File: src/rtl/stack_unit.sv
// Memory-stage stack engine: SP ownership, two-word PC push/pop, single-word push/pop.
// Optional overflow/underflow guard enabled by defining STACK_GUARD_EN.
module stack_unit #(
   parameter logic [31:0] SP_RESET    = 32'h0000_0FFF,
   parameter logic [31:0] STACK_LIMIT = 32'h0000_0800
) (
   input  logic        clk,
   input  logic        rst,
   input  logic        intr,
   input  logic        ret,
   input  logic        call,
   input  logic        push,
   input  logic        pop,
   input  logic [31:0] pc_in,
   input  logic [15:0] reg_in,
   input  logic [15:0] mem_rdata,
   output logic [31:0] mem_addr,
   output logic [15:0] mem_wdata,
   output logic        mem_we,
   output logic        mem_re,
   output logic [31:0] sp,
   output logic [31:0] pc_out,
   output logic        pc_valid,
   output logic [15:0] reg_out,
   output logic        reg_valid,
   output logic        busy,
   output logic        stack_err,
   output logic [3:0]  state_dbg
);

   // Request/busy contract: requests are sampled only on an edge where busy is low;
   // while busy is high they are ignored and the pipeline must hold them stalled.
   typedef enum logic [3:0] {
      IDLE, PSH1, PSH2, POP1, POP2, POP3, PSHW, POPW1, POPW2
   } state_t;

`ifdef STACK_GUARD_EN
   localparam bit GUARD = 1'b1;
`else
   localparam bit GUARD = 1'b0;
`endif

   state_t      state, nxt;
   logic [31:0] pc_q;
   logic [15:0] wd_q;
   logic [15:0] lo_q;
   logic        err_nxt;
   logic [31:0] sp_p1, sp_m1, sp_p2;
   logic        rej_pc_push, rej_w_push, rej_pc_pop, rej_w_pop;

   assign sp_p1 = sp + 32'd1;
   assign sp_m1 = sp - 32'd1;
   assign sp_p2 = sp + 32'd2;

   assign rej_pc_push = GUARD && (sp_m1 < STACK_LIMIT);
   assign rej_w_push  = GUARD && (sp < STACK_LIMIT);
   assign rej_pc_pop  = GUARD && (sp_p2 > SP_RESET);
   assign rej_w_pop   = GUARD && (sp_p1 > SP_RESET);

   assign busy      = (state != IDLE);
   assign state_dbg = state;

   always_comb begin
      nxt       = state;
      mem_addr  = 32'd0;
      mem_wdata = 16'd0;
      mem_we    = 1'b0;
      mem_re    = 1'b0;
      err_nxt   = 1'b0;
      case (state)
         IDLE: begin
            // Priority int > ret > call > pop > push; only the winner is checked.
            if (intr || (!ret && call)) begin
               if (rej_pc_push) err_nxt = 1'b1;
               else             nxt = PSH1;
            end else if (ret) begin
               if (rej_pc_pop) err_nxt = 1'b1;
               else            nxt = POP1;
            end else if (pop) begin
               if (rej_w_pop) err_nxt = 1'b1;
               else           nxt = POPW1;
            end else if (push) begin
               if (rej_w_push) err_nxt = 1'b1;
               else            nxt = PSHW;
            end
         end
         PSH1: begin
            mem_addr = sp; mem_wdata = pc_q[31:16]; mem_we = 1'b1; nxt = PSH2;
         end
         PSH2: begin
            mem_addr = sp; mem_wdata = pc_q[15:0]; mem_we = 1'b1; nxt = IDLE;
         end
         POP1: begin
            mem_addr = sp_p1; mem_re = 1'b1; nxt = POP2;
         end
         POP2: begin
            mem_addr = sp_p1; mem_re = 1'b1; nxt = POP3;
         end
         POP3:  nxt = IDLE;
         PSHW: begin
            mem_addr = sp; mem_wdata = wd_q; mem_we = 1'b1; nxt = IDLE;
         end
         POPW1: begin
            mem_addr = sp_p1; mem_re = 1'b1; nxt = POPW2;
         end
         POPW2: nxt = IDLE;
         default: nxt = IDLE;
      endcase
   end

   always_ff @(posedge clk or negedge rst) begin
      if (!rst) begin
         state     <= IDLE;
         sp        <= SP_RESET;
         pc_q      <= 32'd0;
         wd_q      <= 16'd0;
         lo_q      <= 16'd0;
         pc_out    <= 32'd0;
         pc_valid  <= 1'b0;
         reg_out   <= 16'd0;
         reg_valid <= 1'b0;
         stack_err <= 1'b0;
      end else begin
         state     <= nxt;
         pc_valid  <= (state == POP3);
         reg_valid <= (state == POPW2);
         stack_err <= err_nxt;
         if (state == IDLE && nxt == PSH1) pc_q <= pc_in;
         if (state == IDLE && nxt == PSHW) wd_q <= reg_in;
         case (state)
            PSH1, PSH2, PSHW:  sp <= sp_m1;
            POP1, POP2, POPW1: sp <= sp_p1;
            default: ;
         endcase
         // Read data arrives one cycle after the strobe: low half in POP2, high in POP3.
         if (state == POP2)  lo_q    <= mem_rdata;
         if (state == POP3)  pc_out  <= {mem_rdata, lo_q};
         if (state == POPW2) reg_out <= mem_rdata;
      end
   end

endmodule
File: config.mk
export PLATFORM = sky130hd
export DESIGN_NAME = stack_unit
export DESIGN_NICKNAME = d
export VERILOG_FILES = /design/src/rtl/stack_unit.sv
export SDC_FILE = /design/constraint.sdc
export NUM_CORES = 1
export LEC_CHECK = 0
export ABC_AREA = 1
export BUFFER_PORTS_ARGS = -buffer_cell sky130_fd_sc_hd__buf_2
export CAP_MARGIN = 10
export CORE_ASPECT_RATIO = 0.75
export CORE_MARGIN = 2
export CORE_UTILIZATION = 56
export CTS_BUF_LIST = sky130_fd_sc_hd__clkbuf_8
export DETAILED_ROUTE_END_ITERATION = 7
export PLACE_DENSITY = 0.83
export SYNTH_ARGS = -nofsm -noshare
export SYNTH_HDL_FRONTEND = slang
export SYNTH_SLANG_ARGS = --single-unit
File: constraint.sdc
create_clock -name clk -period 2.2 [get_ports clk]
set_input_delay 0.33 -clock clk [delete_from_list [all_inputs] [get_ports clk]]
set_output_delay 0.33 -clock clk [all_outputs]
set_load 0.05 [all_outputs]
### Word level (Yosys, flattened, before mapping)

Cells that the tools add are included.

* register bits: 150
* input port bits: 71
* output and inout bits: 138

* add/subtract/negate cells: 2
* equality and inequality tests: 10
* muxes and demuxes: 10
* reductions and logical operators: 10

Operators with widths (count)
* 32-bit one-hot mux with 2 select lines: 2
* 16-bit one-hot mux with 3 select lines: 1
* 32-bit by 1-bit adder with 32-bit output (second input constant): 1
* 32-bit by 1-bit subtractor with 32-bit output (second input constant): 1
* 4-bit by 3-bit == test with 1-bit output (second input constant): 5
* 4-bit one-hot mux with 5 select lines: 1
* 4-bit two-way mux: 4
* 4-bit by 1-bit == test with 1-bit output (second input constant): 2
* 4-bit by 2-bit == test with 1-bit output (second input constant): 2
* 3-bit OR reduction: 2
* 4-bit == test (second input constant): 1
* 4-bit logical NOT: 1
* 4-bit nonzero test: 1
* 1-bit logical AND: 3
* 1-bit two-way mux: 2
* 2-bit nonzero test: 1
* 1-bit logical NOT: 1
* 1-bit logical OR: 1

### Depth between registers and ports, before layout

* word-level depth: 7
* gate-level depth with buffers: 12
* mapped depth without buffers: 12

### Worst setup path after synthesis

No wires, ideal clock.

* path kind: reg2out
* start: reg state[1], in the netlist state_dbg[1]
* end: out mem_addr[12]
* arrival: 2.549 ns
* required time: 1.870 ns
* path slack: -0.679 ns
* stages on the path, launching flop included: 8
* cell sequence: dfrtp_1 inv_2 nor2_2 nand2_1 nand3_2 inv_2 clkbuf_1 o21ai_0

* cells in the longest elaborated chain, start to end: 3
* elaborated cells between the ends (all ways): 9
* classes of those cells: eq/ne (6); mux (1); reduce/logical (2)

Ends and longest elaborated chain
* start: declaration: RTL line 43 `state_t state, nxt;`
* start signal: assignment: RTL line 124 `state <= nxt;`
* 4-bit by 3-bit == test with 1-bit output, or another cell as far along: RTL line 70 `case (state)`
* 3-bit OR reduction (no line)
* 32-bit one-hot mux with 2 select lines *: RTL line 70
* end: declaration: RTL line 17 `output logic [31:0] mem_addr,`

Mark *: on every way between the ends. The rest lies on a longest branch, timed or not.

### Worst setup path in the final report

* start: reg sp[5]
* end: out mem_addr[15]

* cells in the longest elaborated chain, start to end: 2

Ends and longest elaborated chain
* start: declaration: RTL line 21 `output logic [31:0] sp,`
* start signal: assignment: RTL line 131 `PSH1, PSH2, PSHW: sp <= sp_m1;`
* start signal: assignment: RTL line 132 `POP1, POP2, POPW1: sp <= sp_p1;`
* 32-bit by 1-bit adder with 32-bit output: RTL line 51 `assign sp_p1 = sp + 32'd1;`
* 32-bit one-hot mux with 2 select lines: RTL line 70

Every way passes these cells.

==> results.py <==
metrics = {
    "timing": {
        "worst-slew-pin-transition_ns": 0.584,
        "postLayoutSetupSlackWorst_ns": -0.422,
        "timing.clock.skew_ns": 0.0197,
        "report.final.setup_viol": 48,
        "relSlewSlack": 0.611,
        "f_max_ghz": 0.381,
        "layout_min_cycle_time_ns": 2.62,
        "timing_hold_violations_final": 0,
        "timing_max_transition_violations_final": 0,
        "final.period_utilization": 1.19,
        "rsz0062_at_grt": "true",
    },
    "placed_design": {
        "place.detailed.hpwl_mm": 19.4,
        "gpl_congestion": 0.956,
        "place_area_um2": 10200,
        "place_ws_ns": -0.0979,
        "port_buffers": 207,
    },
    "yosys": {
        "synthesis.nets": 1267,
        "share_of_synthesized_flip_flops_with_an_asynchronous_set_or_reset": 1.00,
        "syn_inst": 1194,
        "cell_with_the_most_instances_after_synthesis": "sky130_fd_sc_hd__nand2_1",
        "synth_seq_cells": 150,
        "synthDominantCellAreaShare": 0.413,
        "yosysWarningCount": 0,
        "synth_top_cell_by_area": "sky130_fd_sc_hd__dfrtp_1",
        "synth_sequential_area_ratio": 0.451,
        "netlist_top_cells_count": "sky130_fd_sc_hd__nand2_1 (459), sky130_fd_sc_hd__dfrtp_1 (138), sky130_fd_sc_hd__nor2_1 (120)",
        "post_synth_instance_area_um2": 8360,
        "synth_ff_type": "sky130_fd_sc_hd__dfrtp_1",
        "syn-mean-instance-area_um2": 7.00,
        "synth.lib_cells_used.distinct": 38,
        "synth-edff-count": 0,
        "post_synth_main_area_contributors": "sky130_fd_sc_hd__dfrtp_1 (41%), sky130_fd_sc_hd__nand2_1 (21%), sky130_fd_sc_hd__nand3_1 (6.5%), sky130_fd_sc_hd__o21ai_0 (5.7%), sky130_fd_sc_hd__nor2_1 (5.4%)",
    },
    "setup_path": {
        "arrival_time_of_data_at_the_critical_path_endpoint_ns": 2.29,
        "cp_max_fo": 6,
        "worst_setup_path_start_kind": "flop",
        "timing.critical_path.to_type": "primary output",
        "timing_worst_setup_path_type": "flop to primary output",
        "critPathRequiredTime_ns": 1.87,
    },
    "outcome": {
        "failed_checks": "setup timing",
        "status": "complete, but fails checks",
    },
    "clock_tree": {
        "clock_insertion_delay_worst_skew_ns": 0.46,
        "cts_tree": "built",
        "cts.sinks": 150,
        "clk_root_buffer_cell": "sky130_fd_sc_hd__clkbuf_8",
        "cts.path.max_buffers": 2,
        "max_h_tree_level": 4,
        "cts-buffers-inserted": 17,
        "cts.reportedPaths.clkPinSlew_ns": 0.10,
    },
    "floorplanning": {
        "design.die.area_um2": 15900,
        "placeableCoreArea_um2": 14500,
        "die_w_um": 145,
        "dieHeight_um": 110,
        "initial_utilization": 0.574,
        "floorplan.io_pins": 209,
        "placement_rows": 38,
    },
    "power": {
        "seq_power_share": 0.226,
        "clockPowerShare": 0.104,
        "pwr-share-comb": 0.671,
        "power.switching_fraction": 0.551,
        "power_density_nw_per_um2": 1890,
        "cell_internal_pwr_mw": 10.2,
        "switchingPower_mw": 12.5,
        "cellLeakagePower_nw": 6.15,
        "ir_worst_vdd_mv": 1.92,
    },
    "global_routing": {
        "global_route.usage.met2": 0.545,
        "grt_most_used_layer": "met2",
        "grt.met3_usage": 0.0946,
        "grt.met1_usage": 0.492,
        "grt_pass1_wl_mm": 44.1,
        "first_global_vias": 8653,
        "grt_use_total": 0.353,
        "grt_remaining_overflow": 0,
        "largest_net_degree_at_the_start_of_global_routing": 60,
        "initial_antenna_violation_count": 0,
    },
    "layout": {
        "antennaDiodeCount": 0,
        "final_cell_area_um2": 12100,
        "design.final.nets": 1559,
        "final_layout_size_suffix_gt1_frac": 0.366,
        "flow.area_growth_from_synthesis_pct": 44.3,
    },
    "route": {
        "remaining_drc_errors": 0,
        "dr_total_vias": 9863,
        "postRouteWirelength_mm": 31.0,
        "detail_route.vias_per_cell": 5.81,
        "initialDrtViolationCount": 1106,
        "avgRoutedWirePerCell_um": 18.3,
        "drt_pass1_iterations": 7,
        "antenna_violating_nets_post_route": 0,
    },
    "worst_hold_path": {
        "hold_class": "input pin to flop",
    },
    "flow_run": {
        "drv_cap": 0,
    },
}
[through the flow]
step / utilization / total power [mW] / TNS [ns] / cells / hold WS [ns]
global route: 0.829 / 23.6 / -14.30 / 1698 / 0.0797
floorplan: - / 13.7 / -0.0701 / 1194 / 0.0344
CTS: 0.784 / 21.0 / -8.97 / 1671 / 0.0848
detailed placement: 0.698 / 17.1 / -0.466 / 1613 / 0.323
global placement: 0.698 / 16.9 / -0.126 / 1613 / 0.327
finish: 0.829 / 22.7 / -10.42 / 1698 / 0.0942
[path summary, 6_finish.rpt]
path | to | from | cells after the start | slack (ns)
worst max-delay path | mem_addr[15] | sp[5] | 9 | -0.42
worst min-delay path | wd_q[10] | reg_in[10] | 3 | 0.09
worst max register to register | sp[28] | sp[0] | 18 | -0.29
worst min register to register | pc_out[5] | lo_q[5] | 2 | 0.48
max in group asynchronous | sp[0] | rst | 3 | 1.06
min in group asynchronous | reg_out[10] | rst | 2 | 0.41
[flip-flops by register name (all words and copies together), names as in the netlist]
signal	flops
sp	32
reg_valid	1
reg_out	16
pc_q	32
pc_out	32
pc_valid	1
wd_q	16
lo_q	16
state_dbg	4
[cell usage in the layout (no fill, tap or decap), types with 20 or more instances in the layout]
master	count
sky130_fd_sc_hd__nor2_1	101
sky130_fd_sc_hd__nor2_4	23
sky130_fd_sc_hd__o21ai_2	22
sky130_fd_sc_hd__nand2_1	408
sky130_fd_sc_hd__o21ai_1	21
sky130_fd_sc_hd__nand3_1	89
sky130_fd_sc_hd__buf_2	156
sky130_fd_sc_hd__buf_4	108
sky130_fd_sc_hd__dfrtp_1	129
sky130_fd_sc_hd__buf_6	46
sky130_fd_sc_hd__clkbuf_8	20
sky130_fd_sc_hd__inv_1	82
sky130_fd_sc_hd__nand2_2	39
sky130_fd_sc_hd__o21ai_0	65
[what timing repair did]
action,CTS,global route
pin swaps,18,39
hold buffers,1,0
cloned,4,2
buffers inserted,22,32
endpoints found under the hold margin,50,0
endpoints found under the setup margin,50,66
resized for setup,155,124
[power groups by stage]
| stage | Sequential, mW | Combinational [mW] | Clock (mW) |
|---|---|---|---|
| CTS | 4.99 | 13.7 | 2.35 |
| floorplan | 7.05 | 6.70 | 0 |
| global placement | 4.93 | 11.9 | 0 |
| finish | 5.13 | 15.2 | 2.36 |
| detailed placement | 4.98 | 12.1 | 0 |
| global route | 5.25 | 15.9 | 2.50 |
[worst max-delay path, stage by stage (launching register included)]
cell and delay, ns:
sky130_fd_sc_hd__dfstp_2 0.63, sky130_fd_sc_hd__buf_12 0.13, sky130_fd_sc_hd__nand2_4 0.07, sky130_fd_sc_hd__nor2_4 0.15, sky130_fd_sc_hd__nand2_4 0.13, sky130_fd_sc_hd__buf_4 0.17, sky130_fd_sc_hd__o21ai_2 0.16, sky130_fd_sc_hd__nand3_2 0.13
sky130_fd_sc_hd__o21ai_4 0.09, sky130_fd_sc_hd__buf_6 0.17
[layer usage]
metal / vias to the layer above / routed length, um
met5: - / 0
li1: 4389 / -
met3: 127 / 3880
met2: 715 / 13900
met1: 4632 / 12100
met4: 0 / 1190
[cell families after synthesis]
logic type,share of synthesized area
AOI/OAI and AO/OA,0.106
and+or+nand+nor,0.356
buffers and inverters,0.0798
DFF,0.451
other,0.000449
xor gates and xnor gates,0.00314
adders and majority gates,0.00299
[cell type report]
| type | instances | area [um^2] |
|---|---|---|
| multi-input combinational | 889 | 4660 |
| sequential | 150 | 3780 |
| timing repair buffer | 330 | 2530 |
| fill | 924 | 2490 |
| inverter | 98 | 394 |
| clock buffer | 20 | 275 |
| tap | 200 | 250 |
| clock inverter | 11 | 161 |
Power figures use the tool's default switching activity.
